[src/rtl/sv32_tlb_pkg.sv]
// rtl/sv32_tlb_pkg.sv - shared TLB types, flag layout and FSM encoding
package sv32_tlb_pkg;

  localparam int TLB_FLAGS_WD = 8;

  // PTE flag bit positions within {D,A,G,U,X,W,R,V}
  localparam int FLAG_V = 0;
  localparam int FLAG_R = 1;
  localparam int FLAG_W = 2;
  localparam int FLAG_X = 3;
  localparam int FLAG_U = 4;
  localparam int FLAG_G = 5;
  localparam int FLAG_A = 6;
  localparam int FLAG_D = 7;

  // Default Sv32 field widths
  localparam int TLB_ASID_WD = 9;
  localparam int TLB_VPN1_WD = 10;
  localparam int TLB_VPN0_WD = 10;
  localparam int TLB_PPN_WD  = 22;

  // Entry layout at the default Sv32 widths; the TLB mirrors it with its own widths
  typedef struct packed {
    logic                    v;
    logic                    super_pg;
    logic [TLB_ASID_WD-1:0]  asid;
    logic [TLB_VPN1_WD-1:0]  vpn1;
    logic [TLB_VPN0_WD-1:0]  vpn0;
    logic [TLB_PPN_WD-1:0]   ppn;
    logic [TLB_FLAGS_WD-1:0] flags;
  } tlb_entry_t;

  typedef enum logic {
    ST_IDLE  = 1'b0,
    ST_FLUSH = 1'b1
  } tlb_state_t;

endpackage

[src/rtl/sv32_tlb_victim_sel.sv]
// rtl/sv32_tlb_victim_sel.sv - fill slot choice: lowest invalid entry, else round-robin pointer
module tlb_victim_sel
  import sv32_tlb_pkg::*;
#(
  parameter int ENTRIES = 32,
  localparam int IDX_WD = $clog2(ENTRIES)
) (
  input  logic [ENTRIES-1:0] valid,
  input  logic [IDX_WD-1:0]  rr_ptr,
  output logic [IDX_WD-1:0]  victim_idx,
  output logic               evict,
  output logic [IDX_WD-1:0]  rr_next
);

  // Scan downward so the lowest free slot is the last one written
  always_comb begin
    victim_idx = rr_ptr;
    evict      = 1'b1;
    for (int i = ENTRIES - 1; i >= 0; i--) begin
      if (!valid[i]) begin
        victim_idx = IDX_WD'(i);
        evict      = 1'b0;
      end
    end
    rr_next = (rr_ptr == IDX_WD'(ENTRIES - 1)) ? '0 : rr_ptr + 1'b1;
  end

endmodule

[src/rtl/sv32_tlb.sv]
// rtl/sv32_tlb.sv - fully associative Sv32 TLB with fill, lookup and SFENCE.VMA flush
module sv32_tlb
  import sv32_tlb_pkg::*;
#(
  parameter int ENTRIES = 32,
  parameter int ASID_WD = 9,
  parameter int VPN1_WD = 10,
  parameter int VPN0_WD = 10,
  parameter int PPN_WD  = 22
) (
  input  logic                       clk,
  input  logic                       rst,
  input  logic                       lkp_valid_i,
  output logic                       lkp_ready_o,
  input  logic [VPN1_WD+VPN0_WD-1:0] lkp_vpn_i,
  input  logic [ASID_WD-1:0]         lkp_asid_i,
  output logic                       lkp_rvalid_o,
  output logic                       lkp_hit_o,
  output logic [PPN_WD-1:0]          lkp_ppn_o,
  output logic [TLB_FLAGS_WD-1:0]    lkp_flags_o,
  input  logic                       fill_valid_i,
  output logic                       fill_ready_o,
  input  logic [VPN1_WD+VPN0_WD-1:0] fill_vpn_i,
  input  logic [ASID_WD-1:0]         fill_asid_i,
  input  logic [PPN_WD-1:0]          fill_ppn_i,
  input  logic [TLB_FLAGS_WD-1:0]    fill_flags_i,
  input  logic                       fill_super_i,
  input  logic                       flush_valid_i,
  output logic                       flush_ready_o,
  input  logic                       flush_va_en_i,
  input  logic                       flush_asid_en_i,
  input  logic [VPN1_WD+VPN0_WD-1:0] flush_vpn_i,
  input  logic [ASID_WD-1:0]         flush_asid_i,
  output logic                       flush_done_o
);

  localparam int IDX_WD = $clog2(ENTRIES);
  localparam int VPN_WD = VPN1_WD + VPN0_WD;
  localparam logic [PPN_WD-1:0] VPN0_MASK = PPN_WD'((64'd1 << VPN0_WD) - 64'd1);

  typedef struct packed {
    logic                    v;
    logic                    super_pg;
    logic [ASID_WD-1:0]      asid;
    logic [VPN1_WD-1:0]      vpn1;
    logic [VPN0_WD-1:0]      vpn0;
    logic [PPN_WD-1:0]       ppn;
    logic [TLB_FLAGS_WD-1:0] flags;
  } entry_t;

  entry_t              tlb_q [ENTRIES];
  tlb_state_t          state_q, state_d;
  logic [IDX_WD-1:0]   rr_q;
  logic                fq_va_en, fq_asid_en;
  logic [VPN_WD-1:0]   fq_vpn;
  logic [ASID_WD-1:0]  fq_asid;

  logic                flush_acc, fill_acc, lkp_acc;
  logic                lkp_hit, fill_hit, victim_evict;
  logic [IDX_WD-1:0]   lkp_idx, fill_hit_idx, victim_idx, rr_next, fill_idx;
  logic [ENTRIES-1:0]  valid_vec, flush_kill;
  entry_t              lkp_e;
  logic [PPN_WD-1:0]   lkp_ppn;

  // Readies and done are held low during reset so every output reads 0
  always_comb begin
    flush_ready_o = rst && (state_q == ST_IDLE);
    fill_ready_o  = flush_ready_o && !flush_valid_i;
    lkp_ready_o   = fill_ready_o && !fill_valid_i;
    flush_done_o  = rst && (state_q == ST_FLUSH);
    flush_acc     = flush_valid_i && flush_ready_o;
    fill_acc      = fill_valid_i && fill_ready_o;
    lkp_acc       = lkp_valid_i && lkp_ready_o;
  end

  // FLUSH always lasts exactly one cycle
  always_comb begin
    state_d = state_q;
    case (state_q)
      ST_IDLE:  if (flush_acc) state_d = ST_FLUSH;
      ST_FLUSH: state_d = ST_IDLE;
      default:  state_d = ST_IDLE;
    endcase
  end

  // Associative compares for lookup, fill-rewrite and flush; downward scans give lowest-index priority
  always_comb begin
    lkp_hit      = 1'b0;
    lkp_idx      = '0;
    fill_hit     = 1'b0;
    fill_hit_idx = '0;
    valid_vec    = '0;
    flush_kill   = '0;
    for (int i = ENTRIES - 1; i >= 0; i--) begin
      valid_vec[i] = tlb_q[i].v;
      if (tlb_q[i].v && (tlb_q[i].flags[FLAG_G] || tlb_q[i].asid == lkp_asid_i) &&
          tlb_q[i].vpn1 == lkp_vpn_i[VPN_WD-1:VPN0_WD] &&
          (tlb_q[i].super_pg || tlb_q[i].vpn0 == lkp_vpn_i[VPN0_WD-1:0])) begin
        lkp_hit = 1'b1;
        lkp_idx = IDX_WD'(i);
      end
      if (tlb_q[i].v && tlb_q[i].asid == fill_asid_i && tlb_q[i].super_pg == fill_super_i &&
          tlb_q[i].vpn1 == fill_vpn_i[VPN_WD-1:VPN0_WD] &&
          (fill_super_i || tlb_q[i].vpn0 == fill_vpn_i[VPN0_WD-1:0])) begin
        fill_hit     = 1'b1;
        fill_hit_idx = IDX_WD'(i);
      end
      flush_kill[i] = (!fq_va_en || (tlb_q[i].vpn1 == fq_vpn[VPN_WD-1:VPN0_WD] &&
                        (tlb_q[i].super_pg || tlb_q[i].vpn0 == fq_vpn[VPN0_WD-1:0]))) &&
                      (!fq_asid_en || (!tlb_q[i].flags[FLAG_G] && tlb_q[i].asid == fq_asid));
    end
    lkp_e    = tlb_q[lkp_idx];
    lkp_ppn  = lkp_e.super_pg ? ((lkp_e.ppn & ~VPN0_MASK) | PPN_WD'(lkp_vpn_i[VPN0_WD-1:0]))
                              : lkp_e.ppn;
    fill_idx = fill_hit ? fill_hit_idx : victim_idx;
  end

  tlb_victim_sel #(.ENTRIES(ENTRIES)) u_victim_sel (
    .valid      (valid_vec),
    .rr_ptr     (rr_q),
    .victim_idx (victim_idx),
    .evict      (victim_evict),
    .rr_next    (rr_next)
  );

  // Entry array: flush invalidates on leaving FLUSH, fills write at their accept edge
  always_ff @(posedge clk or negedge rst) begin
    if (!rst) begin
      for (int i = 0; i < ENTRIES; i++) tlb_q[i] <= '0;
    end else if (state_q == ST_FLUSH) begin
      for (int i = 0; i < ENTRIES; i++) if (flush_kill[i]) tlb_q[i].v <= 1'b0;
    end else if (fill_acc) begin
      tlb_q[fill_idx] <= '{v: 1'b1, super_pg: fill_super_i, asid: fill_asid_i,
                           vpn1: fill_vpn_i[VPN_WD-1:VPN0_WD], vpn0: fill_vpn_i[VPN0_WD-1:0],
                           ppn: fill_ppn_i, flags: fill_flags_i};
    end
  end

  // FSM state, flush filter capture and replacement pointer (moves only on evictions)
  always_ff @(posedge clk or negedge rst) begin
    if (!rst) begin
      state_q    <= ST_IDLE;
      rr_q       <= '0;
      fq_va_en   <= 1'b0;
      fq_asid_en <= 1'b0;
      fq_vpn     <= '0;
      fq_asid    <= '0;
    end else begin
      state_q <= state_d;
      if (flush_acc) begin
        fq_va_en   <= flush_va_en_i;
        fq_asid_en <= flush_asid_en_i;
        fq_vpn     <= flush_vpn_i;
        fq_asid    <= flush_asid_i;
      end
      if (fill_acc && !fill_hit && victim_evict) rr_q <= rr_next;
    end
  end

  // Registered lookup response, present for exactly one cycle
  always_ff @(posedge clk or negedge rst) begin
    if (!rst) begin
      lkp_rvalid_o <= 1'b0;
      lkp_hit_o    <= 1'b0;
      lkp_ppn_o    <= '0;
      lkp_flags_o  <= '0;
    end else begin
      lkp_rvalid_o <= lkp_acc;
      lkp_hit_o    <= lkp_acc && lkp_hit;
      lkp_ppn_o    <= (lkp_acc && lkp_hit) ? lkp_ppn : '0;
      lkp_flags_o  <= (lkp_acc && lkp_hit) ? lkp_e.flags : '0;
    end
  end

endmodule

[config.mk]
export PLATFORM = sky130hd
export DESIGN_NAME = sv32_tlb
export DESIGN_NICKNAME = d
export VERILOG_FILES = /design/src/rtl/sv32_tlb_pkg.sv /design/src/rtl/sv32_tlb_victim_sel.sv /design/src/rtl/sv32_tlb.sv
export SDC_FILE = /design/constraint.sdc
export NUM_CORES = 2
export LEC_CHECK = 0
export CORE_ASPECT_RATIO = 0.8
export CORE_MARGIN = 2
export CORE_UTILIZATION = 40
export CTS_CLUSTER_SIZE = 30
export DETAILED_ROUTE_END_ITERATION = 12
export PLACE_DENSITY = 0.62
export SYNTH_ARGS = -nofsm -noshare
export SYNTH_HDL_FRONTEND = slang
export SYNTH_SLANG_ARGS = --single-unit
[constraint.sdc]
create_clock -name clk -period 4.5 [get_ports clk]
set_clock_uncertainty 0.2 [all_clocks]
set_input_delay 0.675 -clock clk [delete_from_list [all_inputs] [get_ports clk]]
set_output_delay 0.675 -clock clk [all_outputs]
set_load 0.005 [all_outputs]
==> summary.md <==
| Metric | Value |
|---|---|
| Final #Nets | 13500 |
| PD cells | 327 nW/um2 |
| Synth cell types | 89 |
| FF+latch area | 50600 um2 |
| Die Width | 628 um |
| Initial core utilization | 40.2% |
| Post-synth top flop | dfrtp_1 |
| Cells after DPL | 17100 |
| Largest net degree at the start of global routing | 189 |
| Core area | 310000 um2 |
| Clock slew at reported path FFs | 0.07 ns |
| Core Rows | 183 |
| CP top delay family | simple AND/OR/NAND/NOR gates |
| Final setup fails | 1982 |
| Clk_lat worst skew | 0.96 ns |
| Layout Area Growth over Synthesis | 32.2% |
| Async S/R FF share, synth | 100% |
| Failing checks | negative setup slack |
| Detailed placement HPWL | 401000 um |
| Most frequent CP cell | buf_6 |
| Commonest non-fill, non-tap cells in the layout | 2464 x buf_4, 1984 x dfrtp_1, 1756 x xor2_1 |
| Worst hold slack | 0.0189 ns |
| Fill cell count | 26700 |
| RR Startpoint | tlb_q[641] |
| Final WL | 567000 um |
| Vias in the first global route | 104000 |
| Die Height | 503 um |
| Seq/Total Area, Yosys | 40.6% |
| Max-cap viol count | 0 |
| Port Buffer Count | 160 |
| Final period utilization | 118% |
| Maximum VDD drop | 0.331 mV |
| Critical path arrival | 5.86 ns |
| Synth Instances | 11000 |
| Mapped cell area | 125000 um2 |
| TNS Setup | -1035.93 ns |
| Post-route ant nets | 0 |
| Vias per cell | 5.91 |
| Via count | 105000 |
| Worst Reg-to-Reg Cells | 19 |
| Worst-Margin Slew | 1.45 ns |
| Multi-input combinational cell area | 71700 um2 |
| Hold Path Class | primary input to flip-flop |
| DRT iter0 DRCs | 12000 |
| Avg WL per Cell | 32.0 um |
| Fin. max-slew vios | 0 |
| Most common cell after layout, fill and taps aside | buf_4 |
| Critical R2R Capture | tlb_q[97] |
| Net count after synthesis | 11100 |
| Setup ws final | -0.811 ns |
| Htree depth | 4 |
| Gr usage total | 34.1% |
| Number of flops mapped to enable cells by yosys | 0 |
| Total clock sinks | 2021 |
| First-pass GRT wire length | 782000 um |
| Fin cells | 17700 |
| CP Capture Type | flip-flop |
| R2r setup slk | -0.81 ns |
| CP bufs+invs | 6 |
| Layout cell share with drive strength beyond 1 | 41.7% |
| Tmin final | 5.31 ns |
| Initial antenna violation count | 40 |
| Remaining DRCs | 0 |
| Total CTS buffers | 228 |
| Critical path depth in cells | 19 |
| Worst-case clock buffer depth | 4 |
| Critical path's slowest cell | or4_4 |
| Pleak | 0.0785 uW |
| Pre-CTS WS | -2.52 ns |
| Status | complete, but fails checks |
| RSZ-0062 raised after global routing | yes |
| Worst-path fanout max | 5 |
| Synth Warn # | 0 |
| CTS tree | yes |
| Full die area | 316000 um2 |
| Crit path capture | tlb_q[97] |
| Worst-path cell chain | xor2_2 > nor4_4 > a41oi_4 > or4_4 > nand4_1 > a41oi_2 > buf_6 > o2111ai_4 > a211oi_4 > o21ai_4 > buf_6 > nand3_4 > or2_4 > buf_6 > nor3_4 > buf_12 > buf_16 > buf_16 > mux2_4 |
| Crit. Startpoint | tlb_q[641] |
| FF+latch count, synth | 2021 |
| Setup Crit Path Kind | flip-flop to flip-flop |
| Critical Path Max Stage Delay | 0.56 ns |
| Worst endpoint required time | 5.05 ns |
| CP Launch Type | flip-flop |
| Mean area per synthesized cell | 11.4 um2 |
| Io pins | 161 |
| Slew margin rel. | 2.84% |
| Tot Pwr | 53800 uW |
| Final Hold Vio Count | 0 |
| Pre-Repair DR Iteration Count | 6 |
| Max Freq | 188 MHz |
| Clk root buf | clkbuf_16 |
| GPL Wtd Cong | 1.03 |
| Remaining Overflow, GRT | 0 |
## flip-flops by register name, indices dropped and copies added (netlist names)
name	cells
lkp_hit_o	1
lkp_rvalid_o	1
tlb_q	1952
fq_asid_en	1
fq_vpn	20
lkp_flags_o	8
lkp_ppn_o	22
state_q	1
rr_q	5
fq_asid	9
fq_va_en	1
## per-layer routing
layer,GRT usage (%),up-vias,routed length (um)
met3,7.88,1145,59400
li1,-,44000,-
met2,48.1,5500,230000
met4,15.8,28,29900
met1,49.2,54100,248000
met5,0,-,189
## Yosys cell counts, drive strengths merged (46+ instances only)
| cell type | number | share of area, % |
|---|---|---|
| or3 | 69 | 0.35 |
| and2 | 46 | 0.23 |
| or4 | 62 | 0.37 |
| xor2 | 1766 | 12 |
| nand2 | 378 | 1.1 |
| a41oi | 128 | 0.90 |
| o22ai | 99 | 0.50 |
| nor4 | 517 | 2.6 |
| nor2 | 93 | 0.28 |
| nor3 | 176 | 0.78 |
| mux2i | 284 | 2.3 |
| nand4 | 333 | 1.7 |
| buf | 539 | 2.9 |
| nand3 | 120 | 0.48 |
| a211oi | 115 | 0.70 |
| a21oi | 79 | 0.33 |
| dfrtp | 2021 | 41 |
| o21ai | 113 | 0.46 |
| mux2 | 2015 | 19 |
| xnor2 | 1050 | 7.4 |
| clkbuf | 403 | 1.2 |
## report_power, final
part | switching, uW | internal (uW) | total [uW]
logic | 7360 | 6070 | 13400
registers | 1510 | 19400 | 20900
clock network | 8390 | 11100 | 19500
total | 17300 | 36600 | 53800
## cell families (layout without fill, tap and decap cells)
family,Yosys count,in the layout,synth area share [%]
AO/OA/AOI/OAI,879,879,5.27
XOR/XNOR,2816,2816,19.8
adder cells (fa/ha/maj),2,2,0.0201
buffers and inverters,965,3538,4.19
flip-flops,2021,2021,40.6
multiplexers,2303,2303,21.1
other,0,10,0
AND/OR/NAND/NOR,1976,1977,9.05
## layout make-up
| cell class | count | area share [%] |
|---|---|---|
| Tap cell | 4162 | 3.16 |
| Clock inverter | 92 | 0.623 |
| Inverter | 23 | 0.0524 |
| Timing Repair Buffer | 3109 | 17.9 |
| Multi-Input combinational cell | 7977 | 43.5 |
| Antenna cell | 10 | 0.0152 |
| Clock buffer | 314 | 3.96 |
| Sequential cell | 2021 | 30.7 |
## worst reg2reg max path, stage by stage (launching register included)
cell and delay (ns):
dfrtp_1 0.42, xor2_2 0.17, nor4_4 0.54, a41oi_4 0.32, or4_4 0.57, nand4_1 0.22
a41oi_2 0.09, buf_6 0.19, o2111ai_4 0.25, a211oi_4 0.11, o21ai_4 0.32, buf_6 0.17
nand3_4 0.07, or2_4 0.27, buf_6 0.13, nor3_4 0.22, buf_12 0.15, buf_16 0.16
buf_16 0.22, mux2_4 0.33
## timing repair
item,4_1_cts,5_1_grt
cloned,18,44
endpoints found under the setup margin,1987,1982
endpoints found under the hold margin,273,8
hold buffers,9,3
pin swaps,57,118
setup buffers,33,114
gates resized for setup,291,403
## through the flow
step	util (%)	instance area [um2]
finish	53.1	165000
floorplan	-	125000
detailed placement	48.6	151000
global route	53.1	165000
CTS	51.8	161000
global placement	48.6	151000
## worst min path at each step
| stage | start | endpoint | slack (ns) | cells past startpoint |
|---|---|---|---|---|
| after floorplan | rst | fq_asid[0] | 0.18 | 0 |
| after global placement | tlb_q[1243] | tlb_q[1243] | 0.27 | 1 |
| after detailed placement | tlb_q[1242] | tlb_q[1242] | 0.28 | 1 |
| after CTS | fill_asid_i[8] | tlb_q[180] | 0.01 | 2 |
| after global routing | fill_vpn_i[0] | tlb_q[579] | 0.01 | 3 |
| final | fill_vpn_i[0] | tlb_q[579] | 0.02 | 3 |
Power figures use the tool's default switching activity.
